--- config.mk ---
export PLATFORM = sky130hd
export DESIGN_NAME = shared_reg_arbiter
export DESIGN_NICKNAME = d
export VERILOG_FILES = /design/src/rtl/shared_reg_pkg.sv /design/src/rtl/rr_pick.sv /design/src/rtl/shared_reg_arbiter.sv
export SDC_FILE = /design/constraint.sdc
export NUM_CORES = 1
export LEC_CHECK = 0
export CORE_AREA = 5 5 51 76
export DETAILED_ROUTE_END_ITERATION = 10
export DIE_AREA = 0 0 56 81
export GPL_TIMING_DRIVEN = 0
export PLACE_DENSITY = 0.76
export SLEW_MARGIN = 20
export SYNTH_ARGS = -nofsm -noshare
export SYNTH_HDL_FRONTEND = slang
export SYNTH_SLANG_ARGS = --single-unit
--- constraint.sdc ---
create_clock -name c -period 2.5 [get_ports c]
set_input_delay 0.375 -clock c [delete_from_list [all_inputs] [get_ports c]]
set_output_delay 0.375 -clock c [all_outputs]
set_load 0.02 [all_outputs]
--- src/rtl/shared_reg_pkg.sv ---
// rtl/shared_reg_pkg.sv - shared register arbiter defaults and FSM state type
package shared_reg_pkg;

  localparam int DEF_N       = 4;
  localparam int DEF_W       = 8;
  localparam int DEF_MAXHOLD = 8;

  typedef enum logic {
    IDLE = 1'b0,
    OWN  = 1'b1
  } state_t;

endpackage

--- src/rtl/rr_pick.sv ---
// rtl/rr_pick.sv - combinational round-robin pick: first set req bit at or above ptr, wrapping
module rr_pick #(
  parameter int N  = 4,
  parameter int IW = 2
) (
  input  logic [N-1:0]  req,
  input  logic [IW-1:0] ptr,
  output logic          found,
  output logic [IW-1:0] winner
);

  logic [IW-1:0] idx;

  // Scan from the farthest offset down so the nearest hit to ptr is the last one assigned.
  always_comb begin
    found  = 1'b0;
    winner = '0;
    idx    = '0;
    for (int i = N - 1; i >= 0; i--) begin
      idx = IW'((int'(ptr) + i) % N);
      if (req[idx]) begin
        found  = 1'b1;
        winner = idx;
      end
    end
  end

endmodule

--- src/rtl/shared_reg_arbiter.sv ---
// rtl/shared_reg_arbiter.sv - round-robin ownership of one shared register with hold limit
module shared_reg_arbiter
  import shared_reg_pkg::*;
#(
  parameter int N       = DEF_N,
  parameter int W       = DEF_W,
  parameter int MAXHOLD = DEF_MAXHOLD
) (
  input  logic                 c,
  input  logic                 r,
  input  logic [N-1:0]         req,
  input  logic [N-1:0]         wr,
  input  logic [N*W-1:0]       d,
  output logic [N-1:0]         gnt,
  output logic [$clog2(N)-1:0] owner,
  output logic                 busy,
  output logic [W-1:0]         q
);

  localparam int IW = $clog2(N);
  localparam int HW = $clog2(MAXHOLD + 1);

  state_t        state, state_n;
  logic [N-1:0]  gnt_n;
  logic [IW-1:0] owner_n, ptr, ptr_n, win, owner_inc;
  logic [HW-1:0] hold, hold_n;
  logic [W-1:0]  q_n;
  logic          found, wr_en, release_now;

  rr_pick #(
    .N  (N),
    .IW (IW)
  ) u_pick (
    .req    (req),
    .ptr    (ptr),
    .found  (found),
    .winner (win)
  );

  assign owner_inc   = (owner == IW'(N - 1)) ? '0 : owner + 1'b1;
  // A write on the forced-release edge still lands; only req/wr/gnt of the owner qualify it.
  assign wr_en       = (state == OWN) && req[owner] && wr[owner] && gnt[owner];
  assign release_now = !req[owner] || (hold == HW'(MAXHOLD));
  assign busy        = (state == OWN);

  always_comb begin
    state_n = state;
    gnt_n   = gnt;
    owner_n = owner;
    ptr_n   = ptr;
    hold_n  = hold;
    q_n     = wr_en ? d[owner*W +: W] : q;
    case (state)
      IDLE: begin
        if (found) begin
          state_n    = OWN;
          gnt_n      = '0;
          gnt_n[win] = 1'b1;
          owner_n    = win;
          hold_n     = HW'(1);
        end
      end
      OWN: begin
        if (release_now) begin
          state_n = IDLE;
          gnt_n   = '0;
          owner_n = '0;
          ptr_n   = owner_inc;
          hold_n  = '0;
        end else if (hold != HW'(MAXHOLD)) begin
          hold_n = hold + 1'b1;
        end
      end
      default: state_n = IDLE;
    endcase
  end

  always_ff @(posedge c) begin
    if (r) begin
      state <= IDLE;
      gnt   <= '0;
      owner <= '0;
      ptr   <= '0;
      hold  <= '0;
      q     <= '0;
    end else begin
      state <= state_n;
      gnt   <= gnt_n;
      owner <= owner_n;
      ptr   <= ptr_n;
      hold  <= hold_n;
      q     <= q_n;
    end
  end

endmodule

Word-level counts from Yosys, hierarchy flattened
Cells that the tools add are included.

storage, ports and cells
  bits of input ports = 42
  register bits = 21
  logic and storage cells = 73

cells by class
  shift-type cells = 1
  reductions and logical operators = 9
  $add $sub $neg = 5
  muxes and demuxes = 38
  equality and inequality tests = 6
  bitwise logic cells = 1
  magnitude comparators = 7

operators with widths
  kind                                                                           number
  32-bit by 6-bit indexed part select with 8-bit output                          1
  4-bit two-way mux                                                              5
  2-bit by 3-bit less-than comparator with 1-bit output (second input constant)  6
  4-bit one-hot mux with 2 select lines                                          2
  1-bit binary-select mux with 2-bit select                                      7
  1-bit two-way mux                                                              14
  2-bit two-way mux                                                              7
  2-bit AND reduction                                                            3
  2-bit by 1-bit adder with 2-bit output (second input constant)                 2
  2-bit adder (second input constant)                                            2
  4-bit by 1-bit adder with 4-bit output (second input constant)                 1
  4-bit equality test (second input constant)                                    1
  1-bit logical AND                                                              4
  4-bit != test (second input constant)                                          1
  2-bit one-hot mux with 2 select lines                                          1
  3-bit by 1-bit != test with 1-bit output (second input constant)               1
  1-bit demux with 2-bit select                                                  1
  2-bit equality test (second input constant)                                    1
  2-bit by 1-bit >= comparator with 1-bit output (second input constant)         1
  2-bit by 1-bit != test with 1-bit output (second input constant)               1
  2-bit != test (second input constant)                                          1
  1-bit one-hot mux with 2 select lines                                          1
  1-bit logical NOT                                                              1
  1-bit logical OR                                                               1
  1-bit inverter                                                                 1

Logic depth before layout (Yosys ltp)
  depth after elaboration = 13
  depth in mapped cells = 7

Cells and area by module
Synthesis repeated with hierarchy kept, for this count alone.

unflattened totals
  cells, all modules = 139
  area, all modules = 1286.2 um^2

by module, submodules not included
  module              cells an instance  sequential area each (um^2)  area an instance (um^2)  times used
  shared_reg_arbiter  126                420.4                        1208.7                   1
  rr_pick             13                 0.0                          77.6                     1

Least setup slack after synthesis
OpenSTA, ideal clock, no wires.

  path type = register to register
  start = reg owner[0]
  end = reg q[0]
  period minus slack after synthesis = 1.754 ns
  required time = 2.372 ns
  slack = 0.746 ns
  cell stages (with the launch flop) = 7
  data arrival time = 1.626 ns
  path buffers = 1
  library setup time = 0.128 ns
  path through = dfxtp_1 > buf_2 > nand2_1 > a2bb2oi_2 > a311oi_4 > mux2i_1 > nor2_1

on the way
  cells in the longest elaborated chain, start to end = 5

ends and longest elaborated chain
  what                                                                                                           line                      RTL
  start, declared                                                                                                shared_reg_arbiter.sv:15  output logic [$clog2(N)-1:0] owner,
  start signal, assigned                                                                                         shared_reg_arbiter.sv:89  owner <= owner_n;
  parallel branches: the longest is 5 deep, another holds 32-bit by 6-bit indexed part select with 8-bit output  -
  end signal, assigned                                                                                           shared_reg_arbiter.sv:92  q <= q_n;
  end, declared                                                                                                  shared_reg_arbiter.sv:17  output logic [W-1:0] q

Parallel ways; which one is timed is not known. The select of a mux whose other input is x is not followed.
A chain may end at the register's enable or synchronous reset.

Final worst setup path
  start = in req[3]
  end = reg q[4]

on the way
  cells in the longest elaborated chain, start to end = 5

ends and longest elaborated chain
  what                                       line                      RTL
  start, declared                            shared_reg_arbiter.sv:11  input logic [N-1:0] req,
  1-bit binary-select mux with 2-bit select  shared_reg_arbiter.sv:42  assign wr_en = (state == OWN) && req[owner] && wr[owner] && gnt[owner];
  1-bit two-way mux (implied by the code)    shared_reg_arbiter.sv:42
  1-bit logical AND (3 in a row)             shared_reg_arbiter.sv:42

Every way passes these cells. The select of a mux whose other input is x is not followed.

==> flow_metrics.tcl <==
set metrics [dict create \
    yosys.cell_types.count 32 \
    core_um2 3100 \
    post_cts_buffers 0 \
    fin_tns_setup_ns 0 \
    vias_per_cell 5.32 \
    clock_latency_ns 0.26 \
    die_w_um 56 \
    grt_max_degree 12 \
    synth-async-reset-ratio 0 \
    synth_top_area_share 0.350 \
    drt_iter0_drc 33 \
    skew_ns 0.00594 \
    ys_seq_area_frac 0.350 \
    synth_nets 169 \
    outcome "finished, final reports clean" \
    ant_nets 0 \
    worstPathRequired_ns 2.63 \
    die_area_um2 4540 \
    max_stage_delay_ns 0.59 \
    rsz0062_at_grt "false" \
    start_kind "input pin" \
    wl_per_cell_um 15.8 \
    end_kind "flip-flop" \
    fin_crit_sh 0.838 \
    vdd_ir_drop_max_mv 0.437 \
    slew_viol_final 0 \
    synth_edf_count 0 \
    yosysWarningCount 0 \
    power_density_nw_per_um2 436 \
    multiInputGateArea_um2 743 \
    utilization 0.599 \
    diodes 0 \
    wirelength_mm 3.55 \
    hold_buffers 0 \
    min_path_type "reg2reg" \
    p_leak_nw 0.634 \
    dp_hpwl_mm 2.85 \
    fillers 268 \
    yosys_register_bits 21 \
    synth_common_cells "dfxtp_1 (21), nor2_1 (21), mux2i_1 (11)" \
    hold_violations 0 \
    syn_area_um2 1200 \
    synth.area.top_cells "dfxtp_1 (35%), mux4_2 (15%), mux2i_1 (9.2%)" \
    root_buffer "clkbuf_8" \
    hold-path-cell-count 2 \
    syn_area_per_cell_um2 9.68 \
    cp_data_arrival_time_ns 2.23 \
    routed-via-count 1192 \
    drc 0 \
    fin_nets 230 \
    cp_common_cell "mux2i_1" \
    synthToLayoutAreaGrowth_pct 54.6 \
    antenna_found_initial 0 \
    cts.sinks 21 \
    cts_resized 0 \
    h-tree-depth 1 \
    max-slew-margin-rel 0.565 \
    firstDrtPassIters 4 \
    crit_fanout 8 \
    layout-drive-gt1-share 0.0924 \
    path_class "in2reg" \
    setup_viol 0 \
    path_clk_slew_ns 0.07 \
    cap_violations 0 \
    gp_congestion 0.798 \
    portBuffers 56 \
    row_count 25 \
    numCtsBuffers 3 \
    clk_path_buf_depth 2 \
    grt_pass1_vias 1239 \
    worstMarginPinSlew_ns 0.652 \
    reg2regPathDepth 5 \
    initial_core_util 0.387 \
    synthCells 124 \
    grt_pass1_wl_mm 5.74 \
    io_pins 57 \
    grt-ovfl-total 0 \
    slowest_stage "clkdlybuf4s50_1" \
    synth_ff_type "dfxtp_1" \
    yosysTopAreaCell "dfxtp_1" \
    die_h_um 81 \
    regArea_um2 420 \
    crit_chain "clkdlybuf4s50_1, mux2i_1, a2bb2oi_2, a311oi_4, mux2i_1, nor2_1" \
    cts_tree "built" \
    grt_use_total 0.157 \
    min_period_ns 2.09 \
    max_freq_mhz 477 \
]
==> worst max-delay path: cells and delay by family <==
family	cells	cell delay (ns)
buffers and inverters	1	0.59
and+or+nand+nor	1	0.05
muxes	2	0.42
AOI/OAI and AO/OA	2	0.79
==> report_power, final <==
| group | switching [W] | internal, W | total [W] |
|---|---|---|---|
| combinational | 0.0000965 | 0.000133 | 0.000229 |
| sequential | 0.0000134 | 0.000350 | 0.000363 |
| clock | 0.000104 | 0.000113 | 0.000217 |
==> final cells by class <==
| class | count | share of cell area |
|---|---|---|
| multi-input cells | 94 | 0.401 |
| flip-flops and latches | 21 | 0.227 |
| inverters | 3 | 0.00607 |
| plain buffers | 6 | 0.0135 |
| well taps | 40 | 0.0270 |
| repair buffers | 56 | 0.302 |
| clock buffers | 4 | 0.0243 |
==> sequential cells by signal (all words and copies together), names as in the netlist <==
| name | count |
|---|---|
| q | 8 |
| gnt | 4 |
| hold | 4 |
| owner | 2 |
| ptr | 2 |
| busy | 1 |
==> per-layer routing <==
| layer | up-vias | global-route usage | part of all wire |
|---|---|---|---|
| met5 | - | 0 | 0 |
| met2 | 50 | 0.295 | 0.50 |
| met4 | 0 | 0.0356 | 0.0076 |
| met1 | 562 | 0.171 | 0.41 |
| li1 | 576 | - | - |
| met3 | 4 | 0.0477 | 0.080 |
==> cells by family (layout without fill, tap and decap cells) <==
group                      count (synthesis)  count (layout)  synth area share
adders and majority gates                  3               3            0.0313
muxes                                     20              20             0.251
buffers and inverters                      9              69            0.0302
AOI/OAI and AO/OA                         24              24             0.153
and+or+nand+nor                           47              47             0.184
DFF                                       21              21             0.350
==> layout by cell type (no fill, tap or decap), types with 5 or more instances in the layout <==
cell type / instances
nand2_1: 8
clkdlybuf4s50_1: 56
mux4_2: 8
a21oi_1: 9
dfxtp_1: 21
mux2i_1: 11
clkbuf_1: 5
nor2_1: 21
==> stage by stage <==
stage	hold WS, ns	std cells	setup slack (ns)	total power [W]	instance area, µm²
2_1_floorplan	0.453	124	0.746	0.000486	1200
3_3_place_gp	0.462	220	0.202	0.000594	1810
3_5_place_dp	0.475	220	0.148	0.000601	1810
4_1_cts	0.489	224	0.394	0.000820	1860
5_1_grt	0.511	224	0.314	0.000856	1860
6_report	0.485	224	0.405	0.000809	1860
==> final timing paths <==
check / startpoint / end / slack (ns)
worst max-delay path: req[3] / q[4]$_SDFFE_PP0P_ / 0.41
worst min-delay path: gnt[2]$_SDFFE_PP0P_ / gnt[2]$_SDFFE_PP0P_ / 0.48
worst max register to register: owner[1]$_SDFFE_PP0P_ / gnt[1]$_SDFFE_PP0P_ / 0.58
worst min register to register: gnt[2]$_SDFFE_PP0P_ / gnt[2]$_SDFFE_PP0P_ / 0.48
No activity file was read; power rests on OpenSTA's default activity.
